===== config.mk =====
export PLATFORM = sky130hd
export DESIGN_NAME = multicore_ctrl
export DESIGN_NICKNAME = d
export VERILOG_FILES = /design/src/rtl/multicore_ctrl_pkg.sv /design/src/rtl/tlul_pkg.sv /design/src/rtl/multicore_ctrl_core_fsm.sv /design/src/rtl/multicore_ctrl.sv
export SDC_FILE = /design/constraint.sdc
export NUM_CORES = 1
export LEC_CHECK = 0
export ABC_AREA = 1
export CAP_MARGIN = 20
export CORE_MARGIN = 2
export CORE_UTILIZATION = 25
export CTS_CLUSTER_SIZE = 14
export DETAILED_ROUTE_END_ITERATION = 12
export MAX_ROUTING_LAYER = met4
export PLACE_DENSITY = 0.5
export SLEW_MARGIN = 10
export SYNTH_ARGS = -nofsm -noshare
export SYNTH_HDL_FRONTEND = slang
export SYNTH_SLANG_ARGS = --single-unit

===== constraint.sdc =====
create_clock -name clk_sys_i -period 6.35 [get_ports clk_sys_i]
set_input_delay 0.9525 -clock clk_sys_i [delete_from_list [all_inputs] [get_ports clk_sys_i]]
set_output_delay 0.9525 -clock clk_sys_i [all_outputs]
set_load 0.1 [all_outputs]

===== src/rtl/multicore_ctrl_pkg.sv =====
// Shared types and register offsets for the worker-core run controller.
package multicore_ctrl_pkg;

  typedef enum logic [2:0] {
    StIdle    = 3'd0,
    StReset   = 3'd1,
    StRun     = 3'd2,
    StDone    = 3'd3,
    StTimeout = 3'd4
  } core_state_e;

  localparam logic [3:0] CtrlOffset      = 4'h0;
  localparam logic [3:0] BootAddrOffset  = 4'h4;
  localparam logic [3:0] StatusOffset    = 4'h8;
  localparam logic [3:0] TimeoutOffset   = 4'hC;
  localparam logic [8:0] IrqStatusOffset = 9'h100;
  localparam logic [8:0] IrqEnableOffset = 9'h104;

  localparam int unsigned IrqTimeoutBitOffset = 16;
  localparam int unsigned MaxCores            = 16;

endpackage


===== src/rtl/tlul_pkg.sv =====
// Minimal TileLink-UL bundle types shared by crossbar devices.
// 32-bit data, 8-bit source id.
package tlul_pkg;

  localparam logic [2:0] PutFullData    = 3'h0;
  localparam logic [2:0] PutPartialData = 3'h1;
  localparam logic [2:0] Get            = 3'h4;
  localparam logic [2:0] AccessAck      = 3'h0;
  localparam logic [2:0] AccessAckData  = 3'h1;

  typedef struct packed {
    logic        a_valid;
    logic [2:0]  a_opcode;
    logic [2:0]  a_param;
    logic [1:0]  a_size;
    logic [7:0]  a_source;
    logic [31:0] a_address;
    logic [3:0]  a_mask;
    logic [31:0] a_data;
    logic        d_ready;
  } tl_h2d_t;

  typedef struct packed {
    logic        d_valid;
    logic [2:0]  d_opcode;
    logic [2:0]  d_param;
    logic [1:0]  d_size;
    logic [7:0]  d_source;
    logic        d_sink;
    logic [31:0] d_data;
    logic        d_error;
    logic        a_ready;
  } tl_d2h_t;

endpackage


===== src/rtl/multicore_ctrl_core_fsm.sv =====
// Run-state machine for one worker core: reset hold, watchdog, boot latch.
module multicore_ctrl_core_fsm
  import multicore_ctrl_pkg::*;
#(
  parameter int unsigned ResetCycles     = 8,
  parameter int unsigned TimeoutWidth    = 32,
  parameter logic [31:0] DefaultBootAddr = 32'h0
) (
  input  logic        clk_i,
  input  logic        rst_i,
  input  logic        start_i,
  input  logic        abort_i,
  input  logic        done_i,
  input  logic [31:0] boot_addr_i,
  input  logic [31:0] timeout_i,
  output core_state_e state_o,
  output logic        core_rst_o,
  output logic [31:0] boot_addr_o,
  output logic        done_set_o,
  output logic        timeout_set_o
);

  localparam int unsigned CntW = $clog2(ResetCycles + 1);

  core_state_e             state_q, state_d;
  logic [CntW-1:0]         cnt_q, cnt_d;
  logic [TimeoutWidth-1:0] wd_q, wd_d;
  logic [31:0]             boot_q, boot_d;
  logic                    wd_hit;

  assign wd_hit = (timeout_i != '0) &&
                  (32'(wd_q) == timeout_i - 32'd1);

  always_ff @(posedge clk_i) begin
    if (rst_i) begin
      state_q <= StIdle;
      cnt_q   <= '0;
      wd_q    <= '0;
      boot_q  <= DefaultBootAddr;
    end else begin
      state_q <= state_d;
      cnt_q   <= cnt_d;
      wd_q    <= wd_d;
      boot_q  <= boot_d;
    end
  end

  always_comb begin
    state_d       = state_q;
    cnt_d         = cnt_q;
    wd_d          = wd_q;
    boot_d        = boot_q;
    done_set_o    = 1'b0;
    timeout_set_o = 1'b0;
    unique case (state_q)
      StIdle, StDone, StTimeout: begin
        if (start_i && !abort_i) begin
          state_d = StReset;
          cnt_d   = CntW'(ResetCycles);
          boot_d  = boot_addr_i;
        end
      end
      StReset: begin
        if (abort_i) begin
          state_d = StIdle;
        end else begin
          cnt_d = cnt_q - CntW'(1);
          if (cnt_q == CntW'(1)) begin
            state_d = StRun;
            wd_d    = '0;
          end
        end
      end
      StRun: begin
        // abort beats done, done beats timeout
        if (abort_i) begin
          state_d = StIdle;
        end else if (done_i) begin
          state_d    = StDone;
          done_set_o = 1'b1;
        end else if (wd_hit) begin
          state_d       = StTimeout;
          timeout_set_o = 1'b1;
        end else if (!(&wd_q)) begin
          wd_d = wd_q + TimeoutWidth'(1);
        end
      end
      default: state_d = StIdle;
    endcase
  end

  assign state_o     = state_q;
  assign core_rst_o  = (state_q != StRun);
  assign boot_addr_o = boot_q;

endmodule


===== src/rtl/multicore_ctrl.sv =====
// TL-UL run controller for the worker cores: register decode, IRQ, per-core FSMs.
module multicore_ctrl
  import multicore_ctrl_pkg::*;
#(
  parameter int unsigned NumCores        = 2,
  parameter int unsigned ResetCycles     = 8,
  parameter int unsigned TimeoutWidth    = 32,
  parameter logic [31:0] DefaultBootAddr = 32'h0
) (
  input  logic                     clk_sys_i,
  input  logic                     rst_sys_i,
  input  tlul_pkg::tl_h2d_t        tl_i,
  output tlul_pkg::tl_d2h_t        tl_o,
  input  logic [NumCores-1:0]      core_done_i,
  output logic [NumCores-1:0]      core_rst_o,
  output logic [32*NumCores-1:0]   boot_addr_o,
  output logic                     irq_o
);

  localparam logic [15:0] CoreMask = 16'((32'd1 << NumCores) - 32'd1);
  localparam logic [31:0] IrqMask  = {CoreMask, CoreMask};

  logic [31:0] boot_q [NumCores];
  logic [31:0] tmo_q  [NumCores];
  core_state_e state  [NumCores];
  logic [31:0] irq_status_q, irq_status_d;
  logic [31:0] irq_enable_q;
  logic        irq_q;

  logic        rsp_valid_q;
  logic [2:0]  rsp_op_q;
  logic [1:0]  rsp_size_q;
  logic [7:0]  rsp_src_q;
  logic [31:0] rsp_data_q;
  logic        rsp_err_q;

  logic        acc, is_get, is_put, ok;
  logic [8:0]  off;
  logic [3:0]  core_idx, reg_sel;
  logic        core_hit, st_hit, en_hit;
  logic        err, wr_en;
  logic [31:0] rdata, core_rdata;
  logic [NumCores-1:0] start, abort, boot_wr, tmo_wr;
  logic [NumCores-1:0] done_set, tmo_set;
  logic [31:0] irq_set;
  logic        unused_tl;

  assign unused_tl = ^{tl_i.a_param, tl_i.a_mask, tl_i.a_address[31:9]};

  assign acc      = tl_i.a_valid & ~rsp_valid_q;
  assign is_get   = (tl_i.a_opcode == tlul_pkg::Get);
  assign is_put   = (tl_i.a_opcode == tlul_pkg::PutFullData);
  assign ok       = (is_get | is_put) & (tl_i.a_address[1:0] == 2'b00);
  assign off      = tl_i.a_address[8:0];
  assign core_idx = off[7:4];
  assign reg_sel  = off[3:0];
  assign core_hit = ~off[8] & (32'(core_idx) < NumCores);
  assign st_hit   = (off == IrqStatusOffset);
  assign en_hit   = (off == IrqEnableOffset);

  always_comb begin
    core_rdata = '0;
    for (int i = 0; i < NumCores; i++) begin
      if (core_idx == 4'(i)) begin
        case (reg_sel)
          BootAddrOffset: core_rdata = boot_q[i];
          StatusOffset:   core_rdata = 32'(state[i]);
          TimeoutOffset:  core_rdata = tmo_q[i];
          default:        core_rdata = '0;
        endcase
      end
    end
  end

  always_comb begin
    err   = 1'b0;
    rdata = '0;
    unique case (1'b1)
      !ok: err = 1'b1;
      ok && core_hit: begin
        err   = is_put && (reg_sel == StatusOffset);
        rdata = core_rdata;
      end
      ok && st_hit: rdata = irq_status_q;
      ok && en_hit: rdata = irq_enable_q;
      default: err = 1'b1;
    endcase
  end

  assign wr_en = acc & is_put & ~err;

  always_comb begin
    start   = '0;
    abort   = '0;
    boot_wr = '0;
    tmo_wr  = '0;
    for (int i = 0; i < NumCores; i++) begin
      if (wr_en && core_hit && core_idx == 4'(i)) begin
        start[i]   = (reg_sel == CtrlOffset) & tl_i.a_data[0];
        abort[i]   = (reg_sel == CtrlOffset) & tl_i.a_data[1];
        boot_wr[i] = (reg_sel == BootAddrOffset);
        tmo_wr[i]  = (reg_sel == TimeoutOffset);
      end
    end
  end

  assign irq_set = 32'(done_set) |
                   (32'(tmo_set) << IrqTimeoutBitOffset);

  // hardware set wins over a same-cycle W1C
  always_comb begin
    irq_status_d = irq_status_q;
    if (wr_en && st_hit) begin
      irq_status_d = irq_status_d & ~tl_i.a_data;
    end
    irq_status_d = (irq_status_d | irq_set) & IrqMask;
  end

  always_ff @(posedge clk_sys_i) begin
    if (rst_sys_i) begin
      for (int i = 0; i < NumCores; i++) begin
        boot_q[i] <= DefaultBootAddr;
        tmo_q[i]  <= '0;
      end
      irq_status_q <= '0;
      irq_enable_q <= '0;
      irq_q        <= 1'b0;
    end else begin
      for (int i = 0; i < NumCores; i++) begin
        if (boot_wr[i]) boot_q[i] <= tl_i.a_data;
        if (tmo_wr[i])  tmo_q[i]  <= tl_i.a_data;
      end
      irq_status_q <= irq_status_d;
      if (wr_en && en_hit) begin
        irq_enable_q <= tl_i.a_data & IrqMask;
      end
      irq_q <= |(irq_status_q & irq_enable_q);
    end
  end

  always_ff @(posedge clk_sys_i) begin
    if (rst_sys_i) begin
      rsp_valid_q <= 1'b0;
      rsp_op_q    <= '0;
      rsp_size_q  <= '0;
      rsp_src_q   <= '0;
      rsp_data_q  <= '0;
      rsp_err_q   <= 1'b0;
    end else if (acc) begin
      rsp_valid_q <= 1'b1;
      rsp_op_q    <= is_get ? tlul_pkg::AccessAckData
                            : tlul_pkg::AccessAck;
      rsp_size_q  <= tl_i.a_size;
      rsp_src_q   <= tl_i.a_source;
      rsp_data_q  <= (is_get && !err) ? rdata : '0;
      rsp_err_q   <= err;
    end else if (tl_i.d_ready) begin
      rsp_valid_q <= 1'b0;
    end
  end

  always_comb begin
    tl_o          = '0;
    tl_o.d_valid  = rsp_valid_q;
    tl_o.d_opcode = rsp_op_q;
    tl_o.d_size   = rsp_size_q;
    tl_o.d_source = rsp_src_q;
    tl_o.d_data   = rsp_data_q;
    tl_o.d_error  = rsp_err_q;
    tl_o.a_ready  = ~rsp_valid_q;
  end

  assign irq_o = irq_q;

  for (genvar g = 0; g < NumCores; g++) begin : gen_core
    multicore_ctrl_core_fsm #(
      .ResetCycles    (ResetCycles),
      .TimeoutWidth   (TimeoutWidth),
      .DefaultBootAddr(DefaultBootAddr)
    ) u_fsm (
      .clk_i        (clk_sys_i),
      .rst_i        (rst_sys_i),
      .start_i      (start[g]),
      .abort_i      (abort[g]),
      .done_i       (core_done_i[g]),
      .boot_addr_i  (boot_q[g]),
      .timeout_i    (tmo_q[g]),
      .state_o      (state[g]),
      .core_rst_o   (core_rst_o[g]),
      .boot_addr_o  (boot_addr_o[32*g +: 32]),
      .done_set_o   (done_set[g]),
      .timeout_set_o(tmo_set[g])
    );
  end

endmodule


; ---- Word level (Yosys, flattened, before mapping)
; Memories as Yosys holds them, arrays and structs flattened.
; Index checks and enable logic that the tools add are counted.
[word_totals]
reg_bits = 198
mem_bits_rw = 128
word_cells = 214
memories = 2
[op_classes]
add_sub_neg = 6
order_cmp = 1
eq_ne = 39
mux = 85
bitwise = 20
n_reduce_logical = 44
[mem_list]
columns = memory, words, word_bits, rd, rd_clocked_by_memory_dff, write_ports, line
row1 = boot_q, 2, 32, 2, 0, 2, multicore_ctrl.sv:23  ; logic [31:0] boot_q [NumCores];
row2 = tmo_q, 2, 32, 2, 0, 2, multicore_ctrl.sv:24  ; logic [31:0] tmo_q [NumCores];
[ops]
columns = operator, count
row1 = 2-to-1 mux 32 bit, 19
row2 = case mux 32 bit (3 select lines), 3
row3 = case mux 32 bit (2 select lines), 2
row4 = "adder 32 x 1 -> 32 bit, second input constant", 2
row5 = == test 32 bit, 2
row6 = AND reduction 32 bit, 2
row7 = nonzero test 32 bit, 2
row8 = "subtractor 32 x 1 -> 32 bit, second input constant", 2
row9 = 2-to-1 mux 1 bit, 39
row10 = AND 18 bit, 2
row11 = 2-to-1 mux 3 bit, 12
row12 = OR reduction 32 bit, 1
row13 = "!= test 2 bit, second input constant", 10
row14 = "== test 9 bit, second input constant", 2
row15 = 2-to-1 mux 18 bit, 1
row16 = inverter 18 bit, 1
row17 = OR 18 bit, 1
row18 = OR 2 x 18 -> 18 bit, 1
row19 = case mux 3 bit (3 select lines), 2
row20 = 2-to-1 mux 4 bit, 4
row21 = case mux 4 bit (2 select lines), 2
row22 = logical AND 1 bit, 14
row23 = AND reduction 7 bit, 2
row24 = "== test 3 x 2 -> 1 bit, second input constant", 4
row25 = other kinds (24), 63

; ---- Longest topological paths before layout
; Gate-level depths: netlist of the first run.
[logic_depth]
word_depth = 15
ltp_mapped = 20
mapped_depth_nobuf = 20

; ---- Hierarchy
; Synthesis of the first run repeated with hierarchy kept, for this count alone.
[hier_totals]
cells_unflattened = 2539
area_unflattened_um2 = 18697.9
[modules_own_cells]
columns = module, instances, cells_each, area_per_inst_um2
row1 = multicore_ctrl, 1, 765, 7917.6
row2 = multicore_ctrl_core_fsm at gen_core[1].u_fsm, 1, 880, 5494.0
row3 = multicore_ctrl_core_fsm at gen_core[0].u_fsm, 1, 894, 5286.3

; ---- Worst setup path after synthesis of the first run
; No wires, ideal clock.
[synth_path]
kind = input -> register
from = in tl_i[41] (netlist bit)
to = mem boot_q[1][0], in the netlist boot_q[0][32], enable pin
arrival_ps = 4510
required_ps = 5884
setup_slack_ps = 1375
stages = 7
n_path_buf = 3
path_cell_list = clkbuf_1 inv_1 nor2_1 clkbuf_1 clkbuf_1 nand2_1 o21ai_0
[synth_rtl]
columns = item, line
row1 = "start, declared", multicore_ctrl.sv:12  ; input tlul_pkg::tl_h2d_t tl_i,
row2 = "end, declared", multicore_ctrl.sv:23

; ---- Final worst setup path of the first run
[layout_path]
from = in tl_i[44] (netlist bit)
to = reg gen_core[1].u_fsm.wd_q[6]
[layout_via]
elab_chain_len = 11
elab_cells_between_ends = 18
[layout_lines]
columns = item, line
row1 = less-than comparator 4 x 2 -> 1 bit (tied with other cells), multicore_ctrl.sv:57  ; assign core_hit = ~off[8] & (32'(core_idx) < NumCores);
row2 = AND 1 bit (tied with other cells), multicore_ctrl.sv:57
row3 = logical AND 1 bit / OR reduction 2 bit (equally long branches), -
row4 = case mux 1 bit (2 select lines), multicore_ctrl.sv:78  ; unique case (1'b1)
row5 = inverter 1 bit, multicore_ctrl.sv:90  ; assign wr_en = acc & is_put & ~err;
row6 = AND 1 bit, multicore_ctrl.sv:90
row7 = logical AND 1 bit, multicore_ctrl.sv:98  ; if (wr_en && core_hit && core_idx == 4'(i)) begin
row8 = logical AND 1 bit *, multicore_ctrl.sv:98
row9 = 2-to-1 mux 1 bit *, multicore_ctrl.sv:98
row10 = != test 2 bit (no source line), -
row11 = AND reduction 7 bit (no source line) *, -
row12 = "end signal, assigned", multicore_ctrl_core_fsm.sv:43  ; wd_q <= wd_d;
row13 = "end, declared", multicore_ctrl_core_fsm.sv:27  ; logic [TimeoutWidth-1:0] wd_q, wd_d;
; Every way passes the cells marked *; elsewhere a longest branch is shown, timed or not.
; A chain may end at the register's enable or synchronous reset.

==> summary.md, run 1 <==
### Clock tree
- **TritonCTS clock tree** done
- **Root Driver** clkbuf_16
- **number of hold buffers added after CTS** 0
- **buffers from clock root to sink, at most** 3
- **clock tree sinks** 324
- **post-CTS setup buffer count** 0
- **Worst-path clk slew** 0.06 ns
- **post-CTS resize count** 0
- **worst-skew pair later-pin latency** 0.58 ns
- **H-tree depth** 2
- **number of clock buffers inserted by TritonCTS** 41

### Routing
- **WL per Instance** 19.2 um
- **number of iterations in the first detailed-routing pass** 5
- **number of design rule violations left after detail routing** 0
- **vias after detailed routing** 17.8k
- **starting DRC count in detailed routing** 1462
- **number of antenna-violating nets in the routed design** 0
- **number of vias per cell after detailed routing** 4.74
- **aggregate routed wire length** 72.3 mm

### Finish
- **antenna diode count** 0
- **layout cell share with drive strength beyond 1** 5.44%
- **Area growth syn-to-layout** 21.4%
- **leading cell type in the layout, fill and taps excluded** nand2_1
- **NumNets Final** 2862
- **commonest cells after routing, fill and taps aside** 609 x nand2_1, 455 x nor2_1, 298 x inv_1

### Yosys
- **fraction of the yosys area taken by sequential cells** 41.3%
- **Yosys Warn Count** 0
- **synthesized area per cell** 7.13 sq um
- **Netlist cell types** 54
- **FF+latch count, synth** 324
- **Synth async-reset ratio** 0%
- **Gate Count Post-Synth** 2639
- **Synth Cell Area** 18800 sq um
- **Post-synth EDFFs** 128
- **most instantiated flip-flop cell in the synthesis netlist** dfxtp_1

### STA
- **setup repair after global routing missed its margin** false
- **Final WS setup** 2.26 ns
- **Setup TNS** 0 ns
- **final worst hold slack** 0.449 ns
- **Pins Over Slew Limit** 0
- **final number of setup-violating endpoints** 0
- **transition time at the pin with the least slew margin** 1.07 ns
- **worst clock skew** 0.0194 ns
- **share of the cycle needed by the critical path after routing** 64.5%
- **Hold Vio Cnt, Final** 0
- **Slew Limit Headroom** 28.5%
- **f_max** 244 MHz
- **final period demand of the worst path** 4.09 ns

### Setup path
- **required time of the critical path** 6.77 ns
- **largest fanout on the critical path** 32
- **kind of end point of the critical path** flip-flop
- **startpoint type of the worst setup path** primary input
- **kind of critical path** primary input to flip-flop
- **arrival time at the worst endpoint** 4.51 ns

### Power and ir drop
- **power density normalized to cell area** 248 nW/um^2
- **Peak supply drop** 0.148 mV
- **leakage component of the power** 8.14 nW

### Floorplanning
- **core area** 74400 sq um
- **num rows** 100
- **floorplan die area** 77400 sq um
- **Die Span X** 278 um
- **initial standard-cell utilization of the core** 25.3%
- **number of top-level pins** 209
- **vertical die dimension** 278 um

### Global route
- **antenna violations before repair** 1
- **vias in the first global route** 16.9k
- **Total GRT Usage** 18.8%
- **pin count of the biggest net entering global routing** 80
- **first-pass GRT wire length** 108 mm
- **total congestion overflow after global routing** 0

### Placement
- **final RePlAce weighted congestion** 0.949
- **I/O Buffers** 172
- **HPWL after DPL** 54.3 mm
- **worst slack at placement** 1.54 ns

### Worst hold path
- **type of the most critical hold path** flip-flop to flip-flop

### Job
- **number of maximum-capacitance violations** 0

### Status
- **run status** complete, no violations

## synth_stat cells, types with 8 or more instances
master	number	area [sq um]
xnor2_1	31	272
o21ai_1	9	45.0
o21ai_0	76	380
nand4_1	49	307
a21oi_1	133	666
edfxtp_1	128	3840
nor3_1	45	225
nand3b_1	10	75.1
xor2_1	78	683
a211oi_1	63	473
o2111ai_1	23	201
dfxtp_1	196	3920
nand2_1	610	2290
ha_1	8	100
buf_4	17	128
clkbuf_1	69	259
buf_2	27	135
nor4_1	19	119
nor2_2	14	87.6
nand3_1	180	901
inv_1	298	1120
nand2_2	9	56.3
nor2_1	458	1720
inv_2	11	41.3
## final cells by class
type | count | area (sq um)
fill | 8129 | 51600
multi-input combinational | 1888 | 9370
sequential | 324 | 7770
timing repair buffer | 197 | 1920
tap | 969 | 1210
clock buffer | 57 | 1180
inverter | 312 | 1170
clock inverter | 18 | 203
## through the flow
stage / util, % / instances / cell area (sq um) / power (W)
2_1_floorplan: - / 2644 / 18800 / 0.00298
3_3_place_gp: 28.8 / 3689 / 21400 / 0.00324
3_5_place_dp: 28.8 / 3689 / 21400 / 0.00324
4_1_cts: 30.6 / 3764 / 22800 / 0.00569
5_1_grt: 30.7 / 3765 / 22800 / 0.00588
6_report: 30.7 / 3765 / 22800 / 0.00565
## where the power goes
group	leakage [nW]	switching, W	internal (W)
registers	2.88	0.0000924	0.00224
logic	4.59	0.000656	0.000233
clock network	0.672	0.000972	0.00146
total	8.14	0.00172	0.00393
## registers in the layout (all words and copies together) (netlist names)
name and cells:
boot_q 64, gen_core.u_fsm.boot_addr_o 64, gen_core.u_fsm.wd_q 64, tmo_q 64, rsp_data_q 32, gen_core.u_fsm.cnt_q 8
rsp_src_q 8, gen_core.u_fsm.state_o 6, irq_enable_q 4, irq_status_q 4, rsp_size_q 2, irq_o 1
rsp_err_q 1, rsp_op_q 1, rsp_valid_q 1
## critical path: stages
cell and delay [ns]:
clkdlybuf4s50_1 0.39, nor2_1 0.14, nand2_1 0.36, nor2_1 0.33, nand3_1 0.23, nand3_2 0.18
nand4_4 0.12, nor2_8 0.22, nand4_2 0.14, nand2_1 0.12, inv_2 0.07, nand2_2 0.05
buf_4 0.34, nand2_1 0.41, buf_8 0.30, nand2_1 0.07, a21oi_1 0.06
## path summary, 6_finish.rpt
kind	from	endpoint	slack [ns]	cells after the start
setup / recovery	tl_i[44]	gen_core[1].u_fsm.wd_q[6]$_SDFFE_PP0P_	2.26	17
hold / removal	gen_core[0].u_fsm.boot_addr_o[27]$_SDFFE_PP0P_	gen_core[0].u_fsm.boot_addr_o[27]$_SDFFE_PP0P_	0.45	2
setup reg to reg	tmo_q[0][0]$_DFFE_PP_	gen_core[0].u_fsm.wd_q[20]$_SDFFE_PP0P_	2.52	15
hold reg to reg	gen_core[0].u_fsm.boot_addr_o[27]$_SDFFE_PP0P_	gen_core[0].u_fsm.boot_addr_o[27]$_SDFFE_PP0P_	0.45	2
## layer usage
| metal | global-route usage [%] | vias up | wire (um) |
|---|---|---|---|
| met5 | - | - | 0 |
| met4 | 4.31 | 0 | 1380 |
| met3 | 2.49 | 74 | 4440 |
| met2 | 27.3 | 603 | 30200 |
| met1 | 27.5 | 8300 | 36300 |
| li1 | - | 8861 | - |
## kinds of logic after synthesis
family	share of synthesized area [%]
AOI/OAI and AO/OA	10.8
adders and majority gates	0.532
buffers and inverters	9.27
xor gates and xnor gates	5.56
other	0.0199
DFF	41.3
and+or+nand+nor	32.5
No activity file was read; power rests on OpenSTA's default activity.
==> run 2, diff against run 1 <==
- clock period: 6.35 -> 4.18 ns (I/O delays scaled with it)
==> run 2 against run 1 <==
  * Via count is 0.40% higher
  * Sequential share of layout area is 0.091 points lower
  * Critical path depth is 2 lower
  * Non-clock buffer count is 14 higher
  * Power is 49% higher
==> summary.md, run 2 (synthesis gave the netlist of run 1 again) <==
### Status
- **run status** complete, no violations, unchanged

### STA
- **Hold Vio Cnt, Final** 0, unchanged
- **setup repair after global routing missed its margin** false, unchanged
- **final worst hold slack** 0.435 ns, was 0.449 ns
- **Pins Over Slew Limit** 0, unchanged
- **Setup TNS** 0 ns, unchanged
- **transition time at the pin with the least slew margin** 1.04 ns, was 1.07 ns
- **worst clock skew** 0.0187 ns, was 0.0194 ns
- **final period demand of the worst path** 3.43 ns
- **final number of setup-violating endpoints** 0, unchanged
- **share of the cycle needed by the critical path after routing** 82.0%
- **f_max** 292 MHz
- **Slew Limit Headroom** 30.7%, was 28.5%

### Global route
- **first-pass GRT wire length** 108 mm, about the same
- **antenna violations before repair** 1, unchanged
- **Total GRT Usage** 18.8%, about the same
- **vias in the first global route** 17.1k, was 16.9k
- **total congestion overflow after global routing** 0, unchanged
- **pin count of the biggest net entering global routing** 72, was 80

### Routing
- **starting DRC count in detailed routing** 1675, was 1462
- **number of vias per cell after detailed routing** 4.74, about the same
- **number of iterations in the first detailed-routing pass** 5, unchanged
- **number of antenna-violating nets in the routed design** 0, unchanged
- **number of design rule violations left after detail routing** 0, unchanged
- **WL per Instance** 19.0 um, was 19.2 um
- **vias after detailed routing** 17.9k, was 17.8k
- **aggregate routed wire length** 71.7 mm, was 72.3 mm

### Clock tree
- **H-tree depth** 2, unchanged
- **buffers from clock root to sink, at most** 3, unchanged
- **post-CTS resize count** 0, unchanged
- **TritonCTS clock tree** done, unchanged
- **clock tree sinks** 324, unchanged
- **number of hold buffers added after CTS** 0, unchanged
- **Worst-path clk slew** 0.06 ns, about the same
- **Root Driver** clkbuf_16, unchanged
- **post-CTS setup buffer count** 0, unchanged
- **worst-skew pair later-pin latency** 0.57 ns, was 0.58 ns
- **number of clock buffers inserted by TritonCTS** 40, was 41

### Setup path
- **worst reg-to-reg path cell count** 15, unchanged
- **kind of end point of the critical path** flip-flop, unchanged
- **R2R Path End** gen_core[0].u_fsm.wd_q[15]$_SDFFE_PP0P_, was gen_core[0].u_fsm.wd_q[20]$_SDFFE_PP0P_
- **arrival time at the worst endpoint** 3.83 ns, was 4.51 ns
- **Reg2Reg Launch Point** tmo_q[0][0]$_DFFE_PP_, unchanged
- **required time of the critical path** 4.58 ns, was 6.77 ns
- **largest fanout on the critical path** 30, was 32
- **kind of critical path** flip-flop to flip-flop, was primary input to flip-flop
- **startpoint type of the worst setup path** flip-flop, was primary input
- **flop2flop setup slack** 0.75 ns, was 2.52 ns

### Floorplanning
- **number of top-level pins** 209, unchanged
- **vertical die dimension** 278 um, unchanged
- **core area** 74400 sq um, unchanged
- **floorplan die area** 77400 sq um, unchanged
- **initial standard-cell utilization of the core** 25.3%, unchanged
- **Die Span X** 278 um, unchanged
- **num rows** 100, unchanged

### Power and ir drop
- **Peak supply drop** 0.305 mV, was 0.148 mV
- **power share of the clock group** 42.1%, was 43.1%
- **share of power burned in combinational logic** 16.0%, was 15.7%
- **Int Pwr** 0.00588 W, was 0.00393 W
- **sequential cell fraction of total power** 41.9%, was 41.2%
- **power density normalized to cell area** 369 nW/um^2, was 248 nW/um^2
- **leakage component of the power** 8.20 nW, was 8.14 nW
- **switching part of the total power** 30.3%, was 30.4%
- **switching power of the nets** 0.00256 W, was 0.00172 W

### Placement
- **final RePlAce weighted congestion** 0.941, was 0.949
- **dpl cells** 3704, was 3689
- **HPWL after DPL** 55.0 mm, was 54.3 mm
- **I/O Buffers** 172, unchanged

### Finish
- **number of fill cells in the layout** 8165, was 8129
- **commonest cells after routing, fill and taps aside** 609 x nand2_1, 455 x nor2_1, 298 x inv_1, unchanged
- **leading cell type in the layout, fill and taps excluded** nand2_1, unchanged
- **Area growth syn-to-layout** 21.7%, was 21.4%
- **NumNets Final** 2875, was 2862
- **number of standard cells in the final layout excluding fillers** 3778, was 3765
- **layout cell share with drive strength beyond 1** 5.98%, was 5.44%
- **Final Util** 30.7%, about the same

### Worst hold path
- **type of the most critical hold path** primary input to flip-flop, was flip-flop to flip-flop
- **Endpoint, Worst Hold** gen_core[1].u_fsm.wd_q[28]$_SDFFE_PP0P_, was gen_core[0].u_fsm.boot_addr_o[27]$_SDFFE_PP0P_
- **WHS Path Cells** 2, unchanged
- **startpoint of the tightest hold check path** rst_sys_i, was gen_core[0].u_fsm.boot_addr_o[27]$_SDFFE_PP0P_

### Job
- **number of maximum-capacitance violations** 0, unchanged

==> run 2: changes by cell type in the layout (fill, tap and decap cells not counted), sizes merged <==
cell | before | now
diode | 0 | 1
clkinv | 12 | 11
clkbuf | 57 | 56
clkdlybuf4s50 | 171 | 169
buf | 26 | 42
==> run 2: area by class of cell <==
cell class	instances	area [sq um]	share of cell area, %
Sequential cell	324	7770	33.9
Timing Repair Buffer	211	2040	8.90
Antenna cell	1	2.50	0.0109
Tap cell	969	1210	5.30
Clock inverter	17	201	0.880
Inverter	312	1170	5.12
Multi-Input combinational cell	1888	9370	41.0
Clock buffer	56	1120	4.90
==> run 2: how the worst max path moves through the flow <==
stage	startpoint	to	slack (ns)	cells after the start
after global routing	tmo_q[0][0]$_DFFE_PP_	gen_core[0].u_fsm.wd_q[9]$_SDFFE_PP0P_	0.50	17
after global placement	tl_i[38]	tmo_q[0][15]$_DFFE_PP_	0.44	11
after floorplan	rsp_valid_q$_SDFFE_PP0P_	boot_q[0][0]$_DFFE_PP_	-0.48	7
after CTS	tmo_q[0][0]$_DFFE_PP_	gen_core[0].u_fsm.wd_q[15]$_SDFFE_PP0P_	0.82	15
after detailed placement	tl_i[38]	tmo_q[0][15]$_DFFE_PP_	0.42	11
final	tmo_q[0][0]$_DFFE_PP_	gen_core[0].u_fsm.wd_q[15]$_SDFFE_PP0P_	0.75	15
==> run 2: critical path, stage by stage, from the launching register on <==
cell and delay, ns:
edfxtp_1 0.41, inv_1 0.25, ha_1 0.30, nand3_2 0.22
nor2_4 0.26, nand3_1 0.20, o21ai_1 0.25, nand3_1 0.09
nand2_1 0.16, nand2_1 0.07, nor2_1 0.17, nand3_2 0.15
nand3_4 0.09, nand2_2 0.36, nand2_1 0.18, a21oi_1 0.08
==> run 2: power by group through the flow <==
stage | combinational (W) | sequential [W] | clock, W
2_1_floorplan | 0.000928 | 0.00360 | 0
3_3_place_gp | 0.00135 | 0.00360 | 0
3_5_place_dp | 0.00135 | 0.00360 | 0
4_1_cts | 0.00135 | 0.00353 | 0.00365
5_1_grt | 0.00150 | 0.00355 | 0.00376
6_report | 0.00135 | 0.00353 | 0.00355
==> run 2: metal layers <==
metal	global-route usage, %	wire length, um	vias to the layer above
li1	-	-	8885
met3	3.32	5370	79
met4	4.24	1470	0
met1	27.1	35200	8315
met5	-	0	-
met2	27.0	29700	631
==> run 2: metrics by stage <==
stage / area [sq um] / worst slack [ns] / power (W)
floorplan: 18800 / -0.482 / 0.00453
global placement: 21600 / 0.440 / 0.00495
detailed placement: 21600 / 0.417 / 0.00495
CTS: 22900 / 0.825 / 0.00854
global route: 22900 / 0.504 / 0.00881
finish: 22900 / 0.752 / 0.00844
